<file path="src/rtl/vec_stream_sched.sv">
`default_nettype none
// ============================================================================
// vec_stream_sched : job sequencer gating the FIFO stream into vec_cat and
// tagging emitted vectors REF/CMP. Optional macro: VEC_SCHED_STALL_CNT_EN.
// Revision: 1.0
// ============================================================================
module vec_stream_sched #(
  parameter int BUS_WIDTH    = 128,
  parameter int VECTOR_WIDTH = 920,
  parameter int CNT_WIDTH    = 16,
  parameter int VEC_ID_WIDTH = 8
) (
  input  logic                    clk,
  input  logic                    rstn,
  input  logic                    cfg_start,
  input  logic [CNT_WIDTH-1:0]    cfg_ref_no,
  input  logic [CNT_WIDTH-1:0]    cfg_cmp_no,
  output logic                    cfg_busy,
  output logic                    cfg_done,
  output logic                    cfg_err,
  input  logic [BUS_WIDTH-1:0]    s_vector,
  input  logic                    s_valid,
  output logic                    s_ready,
  output logic [BUS_WIDTH-1:0]    m_vector,
  output logic                    m_valid,
  output logic                    m_last,
  input  logic                    m_ready,
  input  logic [VEC_ID_WIDTH-1:0] dn_vec_id,
  input  logic                    dn_valid,
  input  logic                    dn_ready,
  input  logic                    dn_last,
  output logic                    o_is_ref,
  output logic [CNT_WIDTH:0]      o_vec_idx,
  output logic [31:0]             stall_cycles
);

  localparam int c_bus_bytes = BUS_WIDTH / 8;
  localparam int c_vec_bytes = VECTOR_WIDTH / 8;
  localparam int c_shift     = $clog2(c_bus_bytes);
  localparam int c_tot_w     = CNT_WIDTH + 1;
  // Product of vector count and vector bytes, plus one bit for the round-up add.
  localparam int c_byte_w    = c_tot_w + $clog2(c_vec_bytes + 1) + 1;

  typedef enum logic [2:0] {
    S_IDLE  = 3'd0,
    S_CALC  = 3'd1,
    S_RUN   = 3'd2,
    S_DRAIN = 3'd3,
    S_DONE  = 3'd4
  } state_t;

  state_t                state_q, state_d;
  logic [CNT_WIDTH-1:0]  ref_no_q, ref_no_d;
  logic [c_tot_w-1:0]    total_q, total_d;
  logic [c_byte_w-1:0]   beat_total_q, beat_total_d;
  logic [c_byte_w-1:0]   beat_cnt_q, beat_cnt_d;
  logic [c_tot_w-1:0]    out_cnt_q, out_cnt_d;
  logic                  busy_q, busy_d;
  logic                  done_q, done_d;
  logic                  err_q, err_d;

  logic                  run_w, track_w, accept_w, up_hs_w, dn_hs_w, last_beat_w;
  logic [c_tot_w-1:0]    start_total_w;
  logic [c_byte_w-1:0]   bytes_w, beats_w;

  assign run_w         = (state_q == S_RUN);
  assign track_w       = run_w || (state_q == S_DRAIN);
  assign accept_w      = (state_q == S_IDLE) && cfg_start && !busy_q;
  assign start_total_w = {1'b0, cfg_ref_no} + {1'b0, cfg_cmp_no};
  assign bytes_w       = c_byte_w'(total_q) * c_byte_w'(c_vec_bytes);
  assign beats_w       = (bytes_w + c_byte_w'(c_bus_bytes - 1)) >> c_shift;
  assign last_beat_w   = (beat_cnt_q == beat_total_q - c_byte_w'(1));
  assign up_hs_w       = run_w && s_valid && m_ready;
  assign dn_hs_w       = track_w && dn_valid && dn_ready;

  assign m_vector  = s_vector;
  assign m_valid   = run_w && s_valid;
  assign s_ready   = run_w && m_ready;
  assign m_last    = m_valid && last_beat_w;
  assign cfg_busy  = busy_q;
  assign cfg_done  = done_q;
  assign cfg_err   = err_q;
  assign o_vec_idx = out_cnt_q;
  assign o_is_ref  = track_w && (out_cnt_q < {1'b0, ref_no_q});

  always_comb begin
    state_d      = state_q;
    ref_no_d     = ref_no_q;
    total_d      = total_q;
    beat_total_d = beat_total_q;
    beat_cnt_d   = beat_cnt_q;
    out_cnt_d    = out_cnt_q;
    busy_d       = busy_q;
    done_d       = (state_q == S_DONE);
    err_d        = err_q;

    if (done_q) busy_d = 1'b0;

    case (state_q)
      S_IDLE: begin
        if (accept_w) begin
          ref_no_d   = cfg_ref_no;
          total_d    = start_total_w;
          err_d      = 1'b0;
          busy_d     = 1'b1;
          beat_cnt_d = '0;
          out_cnt_d  = '0;
          state_d    = (start_total_w == '0) ? S_DONE : S_CALC;
        end
      end
      S_CALC: begin
        beat_total_d = beats_w;
        state_d      = S_RUN;
      end
      S_RUN: begin
        if (up_hs_w) begin
          beat_cnt_d = beat_cnt_q + c_byte_w'(1);
          if (last_beat_w) state_d = S_DRAIN;
        end
      end
      S_DONE:  state_d = S_IDLE;
      default: ;
    endcase

    // Downstream monitor; runs alongside the input beat counter.
    if (dn_hs_w) begin
      out_cnt_d = out_cnt_q + c_tot_w'(1);
      if (dn_vec_id != out_cnt_q[VEC_ID_WIDTH-1:0]) err_d = 1'b1;
      if (dn_last) begin
        if (out_cnt_q != total_q - c_tot_w'(1)) err_d = 1'b1;
        if (run_w) err_d = 1'b1;
        else       state_d = S_DONE;
      end
    end
  end

  always_ff @(posedge clk) begin
    if (!rstn) begin
      state_q      <= S_IDLE;
      ref_no_q     <= '0;
      total_q      <= '0;
      beat_total_q <= '0;
      beat_cnt_q   <= '0;
      out_cnt_q    <= '0;
      busy_q       <= 1'b0;
      done_q       <= 1'b0;
      err_q        <= 1'b0;
    end else begin
      state_q      <= state_d;
      ref_no_q     <= ref_no_d;
      total_q      <= total_d;
      beat_total_q <= beat_total_d;
      beat_cnt_q   <= beat_cnt_d;
      out_cnt_q    <= out_cnt_d;
      busy_q       <= busy_d;
      done_q       <= done_d;
      err_q        <= err_d;
    end
  end

`ifdef VEC_SCHED_STALL_CNT_EN
  logic [31:0] stall_q, stall_d;

  always_comb begin
    stall_d = stall_q;
    if (accept_w)
      stall_d = '0;
    else if (run_w && !(m_valid && m_ready) && (stall_q != '1))
      stall_d = stall_q + 32'd1;
  end

  always_ff @(posedge clk) begin
    if (!rstn) stall_q <= '0;
    else       stall_q <= stall_d;
  end

  assign stall_cycles = stall_q;
`else
  assign stall_cycles = 32'd0;
`endif

endmodule
`default_nettype wire

</file>
<file path="config.mk">
export PLATFORM = sky130hd
export DESIGN_NAME = vec_stream_sched
export DESIGN_NICKNAME = d
export VERILOG_FILES = /design/src/rtl/vec_stream_sched.sv
export SDC_FILE = /design/constraint.sdc
export NUM_CORES = 1
export LEC_CHECK = 0
export CAP_MARGIN = 15
export CORE_MARGIN = 5
export CORE_UTILIZATION = 40
export DETAILED_ROUTE_END_ITERATION = 12
export PLACE_DENSITY_LB_ADDON = 0.12
export SYNTH_ARGS = -nofsm -noshare
export SYNTH_HDL_FRONTEND = slang
export SYNTH_SLANG_ARGS = --single-unit
</file>
<file path="constraint.sdc">
create_clock -name clk -period 5.2 [get_ports clk]
set_input_delay 0.52 -clock clk [delete_from_list [all_inputs] [get_ports clk]]
set_output_delay 0.52 -clock clk [all_outputs]
set_load 0.02 [all_outputs]
</file>
# Word-level counts from Yosys, hierarchy flattened
# Index checks and enable logic that the tools add are counted.
# Widths: inputs -> output; s select.
dict set report word_totals {
  in_bits 176
  mem_bits_rw 0
  n_memories 0
  mem_bits_ro 0
  latchBits 0
  ff_bits 102
}
dict set report op_classes {
  addsub 6
  magnitude_cmp 1
  n_bitwise 0
  n_reduce_logical 19
  n_mux 24
  div 0
  n_mul 1
  n_shift 0
  n_eq_ne 9
}
# operator n
set op_table {}
lappend op_table {{$mux 17} 3}
lappend op_table {{$mux 25} 2}
lappend op_table {{$pmux 25 s2} 1}
lappend op_table {{$add 24x4->25 const B} 1}
lappend op_table {{$add 25x1->25 const B} 1}
lappend op_table {{$eq 25x25->1} 1}
lappend op_table {{$mul 17x7->24 const B} 1}
lappend op_table {{$sub 21x1->22 const B} 1}
lappend op_table {{$mux 3} 7}
lappend op_table {{$add 16x16->17} 1}
lappend op_table {{$add 17x1->17 const B} 1}
lappend op_table {{$logic_not 17->1} 1}
lappend op_table {{$lt 17x16->1} 1}
lappend op_table {{$ne 17x17->1} 1}
lappend op_table {{$sub 17x1->17 const B} 1}
lappend op_table {{$pmux 3 s4} 1}
lappend op_table {{$mux 1} 10}
lappend op_table {{$logic_and 1x1->1} 9}
lappend op_table {{$ne 8x8->1} 1}
lappend op_table {{$eq 3x2->1 const B} 2}
lappend op_table {{$reduce_bool 2->1} 3}
lappend op_table {{$reduce_and 2->1} 2}
lappend op_table {{$eq 3x1->1 const B} 1}
lappend op_table {{$eq 3x3->1 const B} 1}
lappend op_table {{6 further kinds} 6}

# Depth between registers and ports, before layout
dict set report logic_depth {
  depth_word 10
  ltp_mapped 17
}

# Least setup slack after synthesis
# OpenSTA, ideal clock, no wires.
dict set report synth_timing {
  kind {reg2reg}
  start {register total_q[3]}
  end {register beat_total_q[18]}
  slack_ns 0.348
  stages_incl_launch_ff 17
  t_arrival_ns 4.782
  setup_time_ns 0.070
  n_path_buf 0
  cell_sequence {dfxtp_1 > inv_1 > fa_1 > inv_1 > fa_1 > fa_1 > ha_1 > ha_1 > a21oi_1 > o21ai_0 > a2111o_1 > and2_1 > a221o_1 > a221o_1 > o21a_1 > or3_1 > a21boi_1}
}
dict set report synth_between {
  elab_chain_len 2
}
# element line_no
set synth_lines {}
lappend synth_lines {{start, declared} 54} ;# logic [c_tot_w-1:0] total_q, total_d;
lappend synth_lines {{start signal, assigned} 151} ;# total_q <= total_d;
lappend synth_lines {{$mul 17x7->24} 70} ;# assign bytes_w = c_byte_w'(total_q) * c_byte_w'(c_vec_bytes);
lappend synth_lines {{$add 24x4->25} 71} ;# assign beats_w = (bytes_w + c_byte_w'(c_bus_bytes - 1)) >> c_shift;
lappend synth_lines {{end signal, assigned} 152} ;# beat_total_q <= beat_total_d;
lappend synth_lines {{end, declared} 55} ;# logic [c_byte_w-1:0] beat_total_q, beat_total_d;
# Every way passes these cells.
# A chain may end at the register's enable or synchronous reset.

# Worst setup path in the final report
# Ends and elaborated chain as after synthesis.

==> run summary <==
ranking of synthesized cells by area - dfxtp_1 20%, ha_1 14%, buf_4 12%, fa_1 8.6%, xnor2_1 5.3%
Critical Setup Path Class - reg -> reg
number of flops mapped to enable cells by yosys - 0
Final Instance Area - 10500 µm²
Post-CTS Setup Bufs - 0
Ys Warns - 0
dpl hpwl - 18.1 mm
antenna viol nets, final - 0
Overall Global Routing Usage - 16.2%
CTS tree - yes
unrepaired setup endpoints after global routing - false
CP required - 5.49 ns
Placed Instances - 1479
Pins Over Slew Limit - 0
final core occ - 41.9%
antenna violations before repair - 0
GRT overflow - 0
syn avg cell area - 8.31 µm²
Max Cap Violations - 0
num rows - 58
Mapped Cells - 1226
post-synthesis mux area share - 0.393%
largest family of logic cells by synthesized area - adder cells
relative slew slack - 33.8%
setup TNS - 0 ns
grt met3 use - 3.87%
Final Setup Violations - 0
Syn Std Cell Area - 10200 µm²
maximum vdd ir drop - 0.000156 V
largest net degree at the start of global routing - 84
diode count - 0
min cycle time layout - 4.99 ns
PwrDens - 334 nW/µm²
initial drt markers - 274
Critical Path Fanout Max - 5
vias in the first global route - 7554
root buffer selected by CTS - clkbuf_16
ys flop type - dfxtp_1
GR met1 Demand/Resource - 20.7%
Synth Area in Adders - 22.4%
RR Startpoint - total_q[3]
Seq/Total Area, Yosys - 20.0%
Port-buffer cells - 71
worst setup path end - beat_total_q[18]
post-synthesis async set-or-reset flop share - 0%
r2r setup slk - 0.21 ns
xor and xnor area share after synthesis - 9.62%
Max Fclk - 0.200 GHz
Seq cells post-synth - 102
nets@finish - 1493
Core Footprint - 25100 µm²
critical path startpoint - total_q[3]
Hold Crit Class - reg -> reg
CP arrival - 5.28 ns
met2 Resource Use GR - 28.0%
post-DR vias/cell - 4.98
I/O pin count - 360
Tcrit/Tclk final - 96.0%
clock skew - 0.0163 ns
DR vias - 7450
Startpoint Class - register
first-pass GRT wire length - 38.1 mm
static leakage - 4.54 nW
total CTS buffers - 9
htree depth - 3
FF-to-FF path depth - 16
Slew @ Worst Pin - 0.990 ns
gp weighted congestion - 0.802
Synth Area in Simple Gates - 17.9%
Post-synth top cells - 160 x buf_4, 129 x nand2_1, 112 x ha_1
top-area cell type share of the netlist area - 20.0%
die area - 28800 µm²
Initial DRT Pass Iterations - 4
Die Ht - 170 µm
TritonCTS Sinks - 102
status - finished, final reports clean
Skew-Pair Late Insertion Delay - 0.36 ns
Compound-Gate Fraction of Synth Area - 13.3%
clock slew seen by the registers of the worst setup and hold paths - 0.08 ns
final WL - 22.9 mm
non-filler cells, final - 1496
number of remaining DRC errors - 0
mean routed wirelength per cell - 15.3 µm
Crit Reg-Reg Endpoint - beat_total_q[18]
Hold Vio Cnt, Final - 0
most frequent cell after synthesis - buf_4
Bufs on Longest Clock Path - 2
grt peak-use layer - met2
cell taking the most area after synthesis - dfxtp_1
Yosys cell types - 64
Initial Util - 40.6%
Power Total - 3.51 mW
Area after DPL - 10200 µm²
Syn-to-layout area delta - 3.26%
layout cells sized above 1 - 3.95%
Die X - 170 µm
Setup crit end kind - register
## flip-flops by register name, indices dropped and copies added (netlist names)
name and flops:
cfg_busy 1, beat_total_q 21, cfg_done 1, cfg_err 1, total_q 17, ref_no_q 16
state_q 3, beat_cnt_q 25, o_vec_idx 17
## layer usage
layer  vias to the layer above  part of all wire, %
met5                         -                    0
met4                         0                 0.75
met3                        20                  4.4
met2                       149                   47
met1                      3458                   48
li1                       3823                    -
## power breakdown
part,leakage [nW],total [mW],internal [mW],switching (mW)
Combinational,3.57,1.89,0.847,1.04
Sequential,0.828,0.939,0.849,0.0900
Clock,0.141,0.683,0.346,0.337
Total,4.54,3.51,2.04,1.47
## critical path, cell delays in order, from the launching register on
cell and delay (ns):
dfxtp_1 0.33, inv_1 0.13, fa_1 0.55, inv_1 0.05, fa_1 0.52, fa_1 0.42, ha_1 0.31, ha_1 0.34
a21oi_1 0.17, o21ai_1 0.09, a2111o_1 0.41, and2_1 0.20, a221o_1 0.35, a221o_1 0.35, o21a_1 0.21, or3_1 0.34
a21boi_1 0.13
## cells by family (layout without fill, tap and decap cells)
logic type,count (synthesis),in the layout
simple gates,369,369
buf+inv,280,189
compound gates,202,202
fa+ha+maj,156,156
xor+xnor,112,112
flops,102,102
mux,4,4
other cells,1,32
## how the worst min path moves through the flow
| stage | cells after the start | startpoint | slack (ns) | to |
|---|---|---|---|---|
| after detailed placement | 2 | ref_no_q[14] | 0.46 | ref_no_q[14] |
| after global routing | 2 | ref_no_q[14] | 0.49 | ref_no_q[14] |
| after CTS | 2 | ref_no_q[14] | 0.47 | ref_no_q[14] |
| after global placement | 2 | ref_no_q[6] | 0.45 | ref_no_q[6] |
| final | 2 | ref_no_q[14] | 0.47 | ref_no_q[14] |
| after floorplan | 2 | ref_no_q[10] | 0.44 | ref_no_q[10] |
## layout by cell type, fill, tap and decap left out, types with 9 or more instances in the layout
master	count
a21boi_0	34
a21o_1	11
a21oi_1	33
a31oi_1	10
and2_1	25
and3_1	17
buf_4	17
clkbuf_16	9
clkdlybuf4s50_1	70
conb_1	32
dfxtp_1	102
fa_1	44
ha_1	112
inv_1	84
nand2_1	129
nand3_1	37
nand4_1	11
nor2_1	61
nor2b_1	16
nor3_1	19
nor4_1	9
o211ai_1	10
o21ai_0	50
or3_1	13
xnor2_1	62
xor2_1	50
## stage by stage
| step | hold WS [ns] | worst slack (ns) |
|---|---|---|
| final | 0.465 | 0.209 |
| after global placement | 0.455 | 0.224 |
| after detailed placement | 0.458 | 0.206 |
| after floorplan | 0.443 | 0.348 |
| after CTS | 0.469 | 0.162 |
| after global routing | 0.490 | 0.0118 |
## layout make-up
type	count	area [µm²]
timing repair buffer	89	861
sequential	102	2040
inverter	84	315
clock buffer	10	239
clock inverter	6	53.8
fill	2634	14600
tap	330	413
multi-input combinational	875	6600
## repair_timing
item | 4_1_cts | 5_1_grt
setup endpoints to repair | 0 | 2
resized for setup | 0 | 1
hold buffers | 0 | 0
(Power assumes the default switching activity.)
